## src/rtl/mem_arbiter_if.sv

```systemverilog
// ============================================================================
// mem_arbiter_if : requester-side and memory-side signals of mem_arbiter
// Rev 1.0 : initial release
// ============================================================================
`default_nettype none

interface mem_arbiter_if #(
  parameter int NREQ = 2,
  parameter int AW   = 7,
  parameter int DW   = 16
);
  logic [NREQ-1:0]         req;
  logic [NREQ-1:0]         we;
  logic [NREQ*AW-1:0]      addr;
  logic [NREQ*DW-1:0]      wdata;
  logic [NREQ-1:0]         ack;
  logic [DW-1:0]           rdata;
  logic                    mrd;
  logic                    mwr;
  logic [AW-1:0]           maddr;
  logic [DW-1:0]           mdo;
  logic [DW-1:0]           mdi;
  logic                    busy;
  logic [$clog2(NREQ)-1:0] gnt_id;

  // Requesters plus the memory model drive this side.
  modport master (
    output req, we, addr, wdata, mdi,
    input  ack, rdata, mrd, mwr, maddr, mdo, busy, gnt_id
  );

  modport slave (
    input  req, we, addr, wdata, mdi,
    output ack, rdata, mrd, mwr, maddr, mdo, busy, gnt_id
  );
endinterface

`default_nettype wire

```

## src/rtl/mem_arbiter.sv

```systemverilog
// ============================================================================
// mem_arbiter : round-robin arbiter serialising reads/writes onto one memory
// Rev 1.0 : initial release
// ============================================================================
`default_nettype none

module mem_arbiter #(
  parameter int NREQ   = 2,
  parameter int AW     = 7,
  parameter int DW     = 16,
  parameter int RD_LAT = 1
) (
  input  logic          clk,
  input  logic          rst,
  mem_arbiter_if.slave  bus
);

  localparam int IW = $clog2(NREQ);

  localparam logic [2:0] S_IDLE  = 3'd0;
  localparam logic [2:0] S_TURN  = 3'd1;
  localparam logic [2:0] S_RD    = 3'd2;
  localparam logic [2:0] S_RWAIT = 3'd3;
  localparam logic [2:0] S_WR    = 3'd4;
  localparam logic [2:0] S_DONE  = 3'd5;

  localparam logic [NREQ-1:0] ONE_HOT0 = NREQ'(1);

  logic [2:0]    state;
  logic [IW-1:0] last;
  logic          lastwr;
  logic [2:0]    cnt;
  logic [IW-1:0] win;
  logic [IW-1:0] idx;
  logic          found;

  // Search starts one past the last winner and wraps modulo NREQ.
  always_comb begin
    win   = last;
    idx   = last;
    found = 1'b0;
    for (int k = 1; k <= NREQ; k++) begin
      idx = IW'((int'(last) + k) % NREQ);
      if (!found && bus.req[idx]) begin
        win   = idx;
        found = 1'b1;
      end
    end
  end

  always_ff @(posedge clk) begin
    if (rst) begin
      state      <= S_IDLE;
      last       <= IW'(NREQ - 1);
      lastwr     <= 1'b0;
      cnt        <= '0;
      bus.ack    <= '0;
      bus.rdata  <= '0;
      bus.mrd    <= 1'b0;
      bus.mwr    <= 1'b0;
      bus.maddr  <= '0;
      bus.mdo    <= '0;
      bus.busy   <= 1'b0;
      bus.gnt_id <= '0;
    end else begin
      bus.ack <= '0;
      case (state)
        S_IDLE: begin
          if (found) begin
            bus.gnt_id <= win;
            last       <= win;
            bus.maddr  <= bus.addr[win*AW +: AW];
            bus.mdo    <= bus.wdata[win*DW +: DW];
            bus.busy   <= 1'b1;
            if (bus.we[win]) begin
              state   <= S_WR;
              bus.mwr <= 1'b1;
            end else if (lastwr) begin
              state <= S_TURN;
            end else begin
              state   <= S_RD;
              bus.mrd <= 1'b1;
            end
          end
        end
        S_TURN: begin
          state   <= S_RD;
          bus.mrd <= 1'b1;
        end
        S_RD: begin
          bus.mrd <= 1'b0;
          cnt     <= 3'(RD_LAT);
          state   <= S_RWAIT;
        end
        S_RWAIT: begin
          cnt <= cnt - 3'd1;
          // cnt reaches 1 in the cycle the memory presents read data.
          if (cnt == 3'd1) begin
            bus.rdata <= bus.mdi;
            lastwr    <= 1'b0;
            bus.ack   <= ONE_HOT0 << bus.gnt_id;
            state     <= S_DONE;
          end
        end
        S_WR: begin
          bus.mwr <= 1'b0;
          lastwr  <= 1'b1;
          bus.ack <= ONE_HOT0 << bus.gnt_id;
          state   <= S_DONE;
        end
        S_DONE: begin
          bus.busy <= 1'b0;
          state    <= S_IDLE;
        end
        default: begin
          bus.busy <= 1'b0;
          bus.mrd  <= 1'b0;
          bus.mwr  <= 1'b0;
          state    <= S_IDLE;
        end
      endcase
    end
  end

endmodule

`default_nettype wire

```

## src/flat_wrapper.sv

```systemverilog
// flat-port wrapper written by rule: the top's interface ports become plain ports
module mem_arbiter_flat 
#(
  parameter int NREQ   = 2,
  parameter int AW     = 7,
  parameter int DW     = 16,
  parameter int RD_LAT = 1
)
  (clk, rst, bus_req, bus_we, bus_addr, bus_wdata, bus_mdi, bus_ack, bus_rdata, bus_mrd, bus_mwr, bus_maddr, bus_mdo, bus_busy, bus_gnt_id);
  mem_arbiter_if #(.NREQ(NREQ), .AW(AW), .DW(DW)) bus_i ();
  input  logic clk;
  input  logic rst;
  input wire logic [$bits(bus_i.req)-1:0] bus_req;
  input wire logic [$bits(bus_i.we)-1:0] bus_we;
  input wire logic [$bits(bus_i.addr)-1:0] bus_addr;
  input wire logic [$bits(bus_i.wdata)-1:0] bus_wdata;
  input wire logic [$bits(bus_i.mdi)-1:0] bus_mdi;
  output wire logic [$bits(bus_i.ack)-1:0] bus_ack;
  output wire logic [$bits(bus_i.rdata)-1:0] bus_rdata;
  output wire logic [$bits(bus_i.mrd)-1:0] bus_mrd;
  output wire logic [$bits(bus_i.mwr)-1:0] bus_mwr;
  output wire logic [$bits(bus_i.maddr)-1:0] bus_maddr;
  output wire logic [$bits(bus_i.mdo)-1:0] bus_mdo;
  output wire logic [$bits(bus_i.busy)-1:0] bus_busy;
  output wire logic [$bits(bus_i.gnt_id)-1:0] bus_gnt_id;
  assign bus_i.req = bus_req;
  assign bus_i.we = bus_we;
  assign bus_i.addr = bus_addr;
  assign bus_i.wdata = bus_wdata;
  assign bus_i.mdi = bus_mdi;
  assign bus_ack = bus_i.ack;
  assign bus_rdata = bus_i.rdata;
  assign bus_mrd = bus_i.mrd;
  assign bus_mwr = bus_i.mwr;
  assign bus_maddr = bus_i.maddr;
  assign bus_mdo = bus_i.mdo;
  assign bus_busy = bus_i.busy;
  assign bus_gnt_id = bus_i.gnt_id;
  mem_arbiter #(.NREQ(NREQ), .AW(AW), .DW(DW), .RD_LAT(RD_LAT)) u_core (.clk(clk), .rst(rst), .bus(bus_i));
endmodule
```

## config.mk

```make
export PLATFORM = sky130hd
export DESIGN_NAME = mem_arbiter_flat
export DESIGN_NICKNAME = d
export VERILOG_FILES = /design/src/rtl/mem_arbiter_if.sv /design/src/rtl/mem_arbiter.sv /design/src/flat_wrapper.sv
export SDC_FILE = /design/constraint.sdc
export NUM_CORES = 1
export LEC_CHECK = 0
export CORE_MARGIN = 10
export CORE_UTILIZATION = 44
export DETAILED_ROUTE_END_ITERATION = 10
export PLACE_DENSITY = 0.83
export SETUP_SLACK_MARGIN = 0.5
export SYNTH_ARGS = -nofsm -noshare
export SYNTH_HDL_FRONTEND = slang
export SYNTH_SLANG_ARGS = --single-unit
```

## constraint.sdc

```tcl
create_clock -name clk -period 2.4 [get_ports clk]
set_input_delay 0.24 -clock clk [delete_from_list [all_inputs] [get_ports clk]]
set_output_delay 0.24 -clock clk [all_outputs]
set_load 0.02 [all_outputs]
```

Yosys cells after proc, flatten, opt, wreduce, memory -nomap -nowiden
Cells that the tools add are included.
{"block": "classes", "n_lt_le_gt_ge": 3, "add_sub_neg": 3, "reduce_logical": 15, "bitwise": 3, "mul": 1, "n_shift": 3, "eq_ne": 11, "n_mux": 29}
{"cell": "$shiftx 32x6->16", "n": 1}
{"cell": "$mux 1", "n": 17}
{"cell": "$pmux 3 s5", "n": 1}
{"cell": "$shiftx 14x5->7", "n": 1}
{"cell": "$reduce_and 2->1", "n": 5}
{"cell": "$mux 3", "n": 3}
{"cell": "$reduce_or 4->1", "n": 2}
{"cell": "$eq 3x1->1 const B", "n": 2}
{"cell": "$eq 3x2->1 const B", "n": 2}
{"cell": "$eq 3x3->1 const B", "n": 2}
{"cell": "$lt 1x2->1 const B", "n": 3}
{"cell": "$ne 2x1->1 const B", "n": 3}
{"cell": "$pmux 1 s2", "n": 3}
{"cell": "$pmux 3 s2", "n": 1}
{"cell": "$mul 1x3->4 const B", "n": 1}
{"cell": "$mux 2", "n": 2}
{"cell": "$ne 2x2->1 const B", "n": 2}
{"cell": "$pmux 2 s2", "n": 1}
{"cell": "$reduce_and 4->1", "n": 1}
{"cell": "$reduce_bool 2->1", "n": 2}
{"cell": "$logic_not 3->1", "n": 1}
{"cell": "$not 1->1", "n": 3}
{"cell": "$pmux 1 s3", "n": 1}
{"cell": "$reduce_and 3->1", "n": 1}
{"cell": "other kinds (6)", "n": 7}
{"block": "totals", "wordCells": 80, "in_bits": 68, "output_inout_bits": 45, "register_bits": 53}

Depth between registers and ports, before layout
Gate-level depths: netlist of the first run.
{"block": "depth", "depth_word": 12, "ltp_mapped": 8, "ltp_nobuf": 6}

Worst setup path after synthesis of the first run
No wires, ideal clock.
{"block": "synth_path", "kind": "flip-flop to flip-flop", "startpoint": "register u_core.state[1]", "endpoint": "register u_core.bus.maddr[3]", "slack_ns": 0.969, "stages_incl_launch_ff": 9, "t_arrival_ns": 1.350, "setup_time_ns": 0.081, "path_buffers": 4, "period_less_slack_ns": 1.431, "t_required_ns": 2.319, "path_cell_list": "dfxtp_1 -> buf_6 -> or2_1 -> buf_6 -> nor3_4 -> buf_6 -> buf_6 -> nor2_1 -> a211oi_2"}
{"block": "synth_between", "elab_chain_cells": 2}
{"element": "from (decl)", "line": "mem_arbiter.sv:29", "rtl": "logic [2:0] state;"}
{"element": "from (signal assigned)", "line": "mem_arbiter.sv:53", "rtl": "state <= S_IDLE;"}
{"element": "from (signal assigned)", "line": "mem_arbiter.sv:76", "rtl": "state <= S_WR;"}
{"element": "from (signal assigned)", "line": "mem_arbiter.sv:79", "rtl": "state <= S_TURN;"}
{"element": "$logic_not 3->1", "line": "mem_arbiter.sv:67", "rtl": "case (state)"}
{"element": "$reduce_and 2->1 (no source line)"}
{"element": "to (signal assigned)", "line": "mem_arbiter.sv:72", "rtl": "bus.maddr <= bus.addr[win*AW +: AW];"}
{"element": "to (decl)", "line": "mem_arbiter_if.sv:34", "rtl": "output ack, rdata, mrd, mwr, maddr, mdo, busy, gnt_id"}
No other way between the ends.
A chain may end at the register's enable or synchronous reset.

Worst setup path after layout of the first run
{"block": "layout_path", "startpoint": "register u_core.state[0]", "endpoint": "register u_core.bus.mdo[15]"}
{"block": "layout_between", "elab_chain_cells": 2}
{"element": "$logic_not 3->1", "line": "mem_arbiter.sv:67"}
{"element": "$reduce_and 2->1 (no source line)"}
{"element": "to (signal assigned)", "line": "mem_arbiter.sv:73", "rtl": "bus.mdo <= bus.wdata[win*DW +: DW];"}
{"element": "to (decl)", "line": "mem_arbiter_if.sv:34"}
No other way between the ends.

==> results of run 1 <==
-- sequential cells by signal, summed over array words and instances, names as in the netlist --
signal / count
u_core.lastwr: 1
u_core.state: 3
u_core.bus.mdo: 16
u_core.bus.mrd: 1
u_core.cnt: 3
u_core.bus.maddr: 7
u_core.last: 1
u_core.bus.mwr: 1
u_core.bus.ack: 2
u_core.bus.gnt_id: 1
u_core.bus.busy: 1
u_core.bus.rdata: 16
-- how the worst min path moves through the flow --
| stage | startpoint | to | slack [ns] | cells past startpoint |
|---|---|---|---|---|
| floorplan | bus_mdi[0] | u_core.bus.rdata[0] | 0.38 | 2 |
| global placement | u_core.bus.rdata[0] | u_core.bus.rdata[0] | 0.44 | 2 |
| detailed placement | u_core.bus.rdata[2] | u_core.bus.rdata[2] | 0.45 | 2 |
| CTS | u_core.bus.rdata[2] | u_core.bus.rdata[2] | 0.46 | 2 |
| global route | bus_mdi[14] | u_core.bus.rdata[14] | 0.48 | 3 |
| finish | u_core.bus.rdata[14] | u_core.bus.rdata[14] | 0.46 | 2 |
-- power groups by stage --
stage / Combinational (W) / Sequential, W / Clock (W)
floorplan: 0.000676 / 0.00134 / 0
global placement: 0.00128 / 0.00118 / 0
detailed placement: 0.00130 / 0.00119 / 0
CTS: 0.00131 / 0.00117 / 0.000509
global route: 0.00141 / 0.00120 / 0.000552
finish: 0.00129 / 0.00117 / 0.000496
-- routing by layer --
| metal | GRT usage (%) | up-vias | part of all wire, % |
|---|---|---|---|
| li1 | - | 1097 | - |
| met1 | 15.8 | 966 | 39 |
| met2 | 27.8 | 51 | 53 |
| met3 | 4.88 | 9 | 6.0 |
| met4 | 4.88 | 0 | 1.6 |
| met5 | 0 | - | 0 |
-- cell type report --
class / instances / area, um2
tap: 70 / 87.6
clock buffer: 7 / 86.3
fill: 445 / 1580
timing repair buffer: 116 / 1160
sequential: 53 / 1060
multi-input combinational: 180 / 1160
inverter: 4 / 15.0
-- tightest hold or removal path, delay by kind of cell, from the launching register on --
family,cells,cell delay [ns]
flops,1,0.32
simple gates,1,0.05
compound gates,1,0.05
-- cell usage after synthesis (all sizes together) --
library cell | number | area, um2
a311oi | 1 | 8.76
mux2i | 23 | 230
nand3b | 4 | 30.0
nand2b | 4 | 25.0
o21ai | 6 | 33.8
nand4b | 1 | 8.76
nor3 | 2 | 21.3
o31a | 1 | 8.76
inv | 4 | 15.0
nor3b | 2 | 15.0
o211ai | 1 | 7.51
buf | 13 | 97.6
nor4 | 1 | 6.26
nand3 | 2 | 15.0
and2 | 2 | 12.5
a31oi | 1 | 6.26
a21oi | 25 | 125
a22o | 1 | 8.76
mux2 | 1 | 11.3
and3 | 1 | 6.26
dfxtp | 53 | 1060
clkbuf | 7 | 26.3
ha | 2 | 25.0
nor2 | 28 | 105
a211oi | 24 | 230
nor2b | 2 | 12.5
o21a | 1 | 7.51
o21ba | 1 | 10.0
nand2 | 39 | 146
a211o | 1 | 8.76
and2b | 1 | 7.51
o31ai | 1 | 7.51
or2 | 1 | 6.26
-- through the flow --
stage | hold slack [ns] | setup slack (ns) | power (W) | std cells
2_1_floorplan | 0.376 | 0.969 | 0.00201 | 257
3_3_place_gp | 0.441 | 0.571 | 0.00245 | 423
3_5_place_dp | 0.446 | 0.533 | 0.00249 | 423
4_1_cts | 0.459 | 0.663 | 0.00298 | 430
5_1_grt | 0.479 | 0.561 | 0.00316 | 430
6_report | 0.459 | 0.738 | 0.00296 | 430
-- kinds of logic after synthesis --
kind of cell	after synthesis	synth area share, %
adders and majority gates	2	1.07
AOI/OAI and AO/OA	64	19.7
buffers and inverters	24	5.92
and+or+nand+nor	90	17.8
DFF	53	45.2
muxes	24	10.3
==> flow_summary.ini, run 1 <==
[placement]
dpl_cell_area_mm2 = 0.00347
portBuffers = 112
dp_hpwl_um = 5220
routabilityCongestion = 0.765

[power_and_ir_drop]
swShare_pct = 35.5
p_leak_nw = 1.29
combPwrFrac_pct = 43.7
ir_worst_vdd_uv = 467
p_int_w = 0.00191
p_per_area_mw_per_mm2 = 830
p_switching_w = 0.00105
clock_power_share_pct = 16.8
seqPwrFrac_pct = 39.5

[critical_path]
crit_family = simple AND/OR/NAND/NOR gates
path_depth = 5
r2r_slack_ns = 0.74
arrival_ns = 1.87
cp_slowest_stage_delay_ns = 0.45
crit_type = flip-flop to flip-flop
start_kind = flip-flop
r2r_cells = 5
crit_chain = or2_1 > nor3_4 > buf_12 > nor2_1 > a211oi_1
path_buf_inv = 1
cp-end-kind = flip-flop
slowest_stage = dfxtp_1
endpoint = u_core.bus.mdo[15]
rr_endpoint = u_core.bus.mdo[15]
path_max_fanout = 47
cp-startpoint = u_core.state[0]
cp.required_ns = 2.61
reg2reg_from = u_core.state[0]

[cells_and_area]
nNetsFinal = 430
drive_gt1_share_pct = 7.50
final_area_mm2 = 0.00356
final_common_cell = clkdlybuf4s50_1
antenna_cells = 0
final_util_pct = 69.4
layout_common_cells = clkdlybuf4s50_1 (111), dfxtp_1 (53), nand2_1 (39)
area_growth_pct = 51.9

[clock_network]
postCtsSetupRepairBufs = 0
cts_buffer_depth = 2
cts_hold_buf = 0
clockRootBuffer = clkbuf_8
clkSlewWorstSetupHoldPaths_ns = 0.09
cts_resized = 0
clock-sinks = 53
cts_buffers = 5
clk_latency_ns = 0.29
cts_tree = built
cts-htree-levels = 2

[die]
die_area_mm2 = 0.00866
ios = 113
core_region_area_mm2 = 0.00514
die-width_um = 93.0
die_h_um = 93.0
std_cell_rows = 26
start_util_pct = 45.7

[timing]
max_freq_mhz = 602
finalSetupViolations = 0
rsz0062_at_grt = false
hold_viol_final = 0
tightest_slew_ns = 0.710
fin_skew_ns = 0.00256
period_share_pct = 69.3
relSlewSlack_pct = 52.7
finalSetupTns_ns = 0
slew_violations = 0
finalCriticalPeriod_ns = 1.66

[yosys]
avgSynthCellArea_um2 = 9.13
syn_inst = 257
syn_area_mm2 = 0.00235
ys_types = 40
yosys_warnings = 0
synth_seq_cells = 53
syn_nets = 327
seq_area_frac_synth_pct = 45.2

[routing]
dr.pass1.iters = 4
drtAntennaViolNets = 0
drt-total-wl_um = 6680
vias_per_cell = 4.94
drc = 0
vias = 2123
drtIter0Drc = 104
wl_per_cell_um = 15.5

[global_route]
grt_start_max_net_pins = 48
track_usage_pct = 15.1
overflow = 0
grt_pass1_vias = 2171
antenna_found_initial = 0
grt_pass1_wl_um = 10800

[run_status]
outcome = finished, final reports clean

[worst_hold_path]
hold_path.class = flip-flop to flip-flop

[job]
drv_cap = 0
Note: power is estimated with default switching activity, not from simulation.
==> run 2, diff against run 1 <==
- CORE_UTILIZATION: 44 -> 41
- PLACE_DENSITY: 0.83 -> 0.78
- clock period: 2.4 -> 1.7 ns (I/O delays scaled with it)
==> run 2 against run 1 <==
Compared with the run above: clock skew rose by 0.0032 ns; register-to-register slack lost 0.47 ns; design area is 21% higher; setup slack got worse by 0.47 ns; sequential power grew 44%; wire length up 35%; first-iteration DRC count stayed put; via count rose by 16%; count of clock-buffer cells in the layout decreased by 1; clock power rose by 40%; critical endpoint is now u_core.bus.mdo[4]; highest routed layer unchanged.
==> flow_summary.ini, run 2 (same netlist as run 1, synthesis figures left out) <==
[die]
start_util_pct = 42.4
std_cell_rows = 27
die-width_um = 95.7
core_region_area_mm2 = 0.00554
ios = 113
die_area_mm2 = 0.00915
die_h_um = 95.7

[routing]
drt-total-wl_um = 9010
drtAntennaViolNets = 0
vias = 2463
drc = 0
vias_per_cell = 5.33
dr.pass1.iters = 4
wl_per_cell_um = 19.5
drtIter0Drc = 104

[timing]
finalCriticalPeriod_ns = 1.43
max_freq_mhz = 700
relSlewSlack_pct = 68.8
rsz0062_at_grt = true
fin_skew_ns = 0.00571
hold_viol_final = 0
finalSetupTns_ns = 0
period_share_pct = 84.0
slew_violations = 0
finalSetupViolations = 0
tightest_slew_ns = 0.468

[clock_network]
cts_hold_buf = 0
cts_buffers = 5
cts-htree-levels = 2
clock-sinks = 53
clkSlewWorstSetupHoldPaths_ns = 0.09
clk_latency_ns = 0.31
cts_tree = built
cts_buffer_depth = 2
clockRootBuffer = clkbuf_8

[cells_and_area]
drive_gt1_share_pct = 34.9
final_common_cell = clkdlybuf4s50_1
top_regs = u_core.bus.mdo (16), u_core.bus.rdata (16), u_core.bus.maddr (7)
layout_common_cells = clkdlybuf4s50_1 (64), dfxtp_1 (49), dlygate4sd2_1 (27)
antenna_cells = 0
layout.cells.non_filler = 462
final_util_pct = 77.9
regArea_mm2 = 0.00107
n_fill_cell = 352
multi_input_area_mm2 = 0.00151
area_growth_pct = 83.8
nNetsFinal = 459

[critical_path]
start_kind = flip-flop
slowest_stage = dfxtp_2
cp-end-kind = flip-flop
crit_type = flip-flop to flip-flop
path_max_fanout = 6
rr_endpoint = u_core.bus.mdo[4]
arrival_ns = 1.65
cp.required_ns = 1.93
r2r_slack_ns = 0.27
reg2reg_from = u_core.state[1]
cp_slowest_stage_delay_ns = 0.35
crit_chain = or2_4 > nor3_4 > buf_6 > clkbuf_16 > nor2_1 > a211oi_2
r2r_cells = 6

[global_route]
antenna_found_initial = 0
grt_start_max_net_pins = 21
grt_pass1_vias = 2358
overflow = 0
track_usage_pct = 17.1
grt_pass1_wl_um = 12300

[power_and_ir_drop]
p_leak_nw = 1.80
ir_worst_vdd_uv = 824
p_per_area_mw_per_mm2 = 1190
finalPower_w = 0.00515

[job]
drv_cap = 0

[placement]
portBuffers = 112
routabilityCongestion = 0.789
dp_hpwl_um = 5440
placed_cells = 436

[worst_hold_path]
worst_hold_startpoint = rst
hold_path.class = primary input to flip-flop
hold_path_end = u_core.cnt[2]
min_path_cells = 2

[run_status]
outcome = finished, final reports clean
==> run 2: layout make-up <==
| type | count | area share, % |
|---|---|---|
| repair buffers | 145 | 35.9 |
| multi-input cells | 180 | 34.9 |
| flip-flops and latches | 53 | 24.8 |
| well taps | 72 | 2.09 |
| clock buffers | 6 | 1.68 |
| inverters | 4 | 0.348 |
| clock inverters | 2 | 0.232 |
==> run 2: metrics by stage <==
stage               hold slack, ns  cell area (um2)  setup WS [ns]
floorplan                    0.306             2390          0.269
global placement             0.442             3600         0.0758
detailed placement           0.450             3600         0.0162
CTS                          0.303             3930          0.357
global route                 0.341             4320          0.208
finish                       0.323             4320          0.272
==> run 2: worst max-delay path by stage <==
stage	depth (start not counted)	slack [ns]	startpoint	to
finish	6	0.27	u_core.state[1]	u_core.bus.mdo[4]
global route	6	0.21	u_core.state[1]	u_core.bus.mdo[14]
CTS	6	0.36	u_core.state[1]	u_core.bus.mdo[9]
detailed placement	6	0.02	bus_req[1]	u_core.bus.mdo[1]
global placement	6	0.08	bus_req[1]	u_core.bus.mdo[3]
floorplan	8	0.27	u_core.state[1]	u_core.bus.maddr[3]
==> run 2: where the power goes <==
part	internal, W	total [W]	switching [W]
Clock	0.000287	0.000692	0.000405
Combinational	0.00142	0.00278	0.00136
Sequential	0.00149	0.00168	0.000182
==> run 2: layer usage <==
metal  share of wire, %  routed length [um]  vias to the layer above  GRT usage (%)
met5                  0                   0                        -              0
li1                   -                   -                     1159              -
met4                2.6                 237                        0           7.13
met3                6.1                 547                       16           4.56
met2                 54                4890                       81           31.1
met1                 37                3340                     1207           18.3
==> run 2: worst max-delay path: cells and delay by family (launching register included) <==
family	cells	cell delay [ns]
DFF	1	0.35
and+or+nand+nor	3	0.47
buffers and inverters	2	0.32
AOI/OAI and AO/OA	1	0.20
==> run 2: timing repair <==
item,in CTS,in global routing
pin swaps,12,38
endpoints found under the setup margin,93,71
gates resized for setup,86,100
endpoints found under the hold margin,0,0
buffers inserted,7,1
cloned,4,6
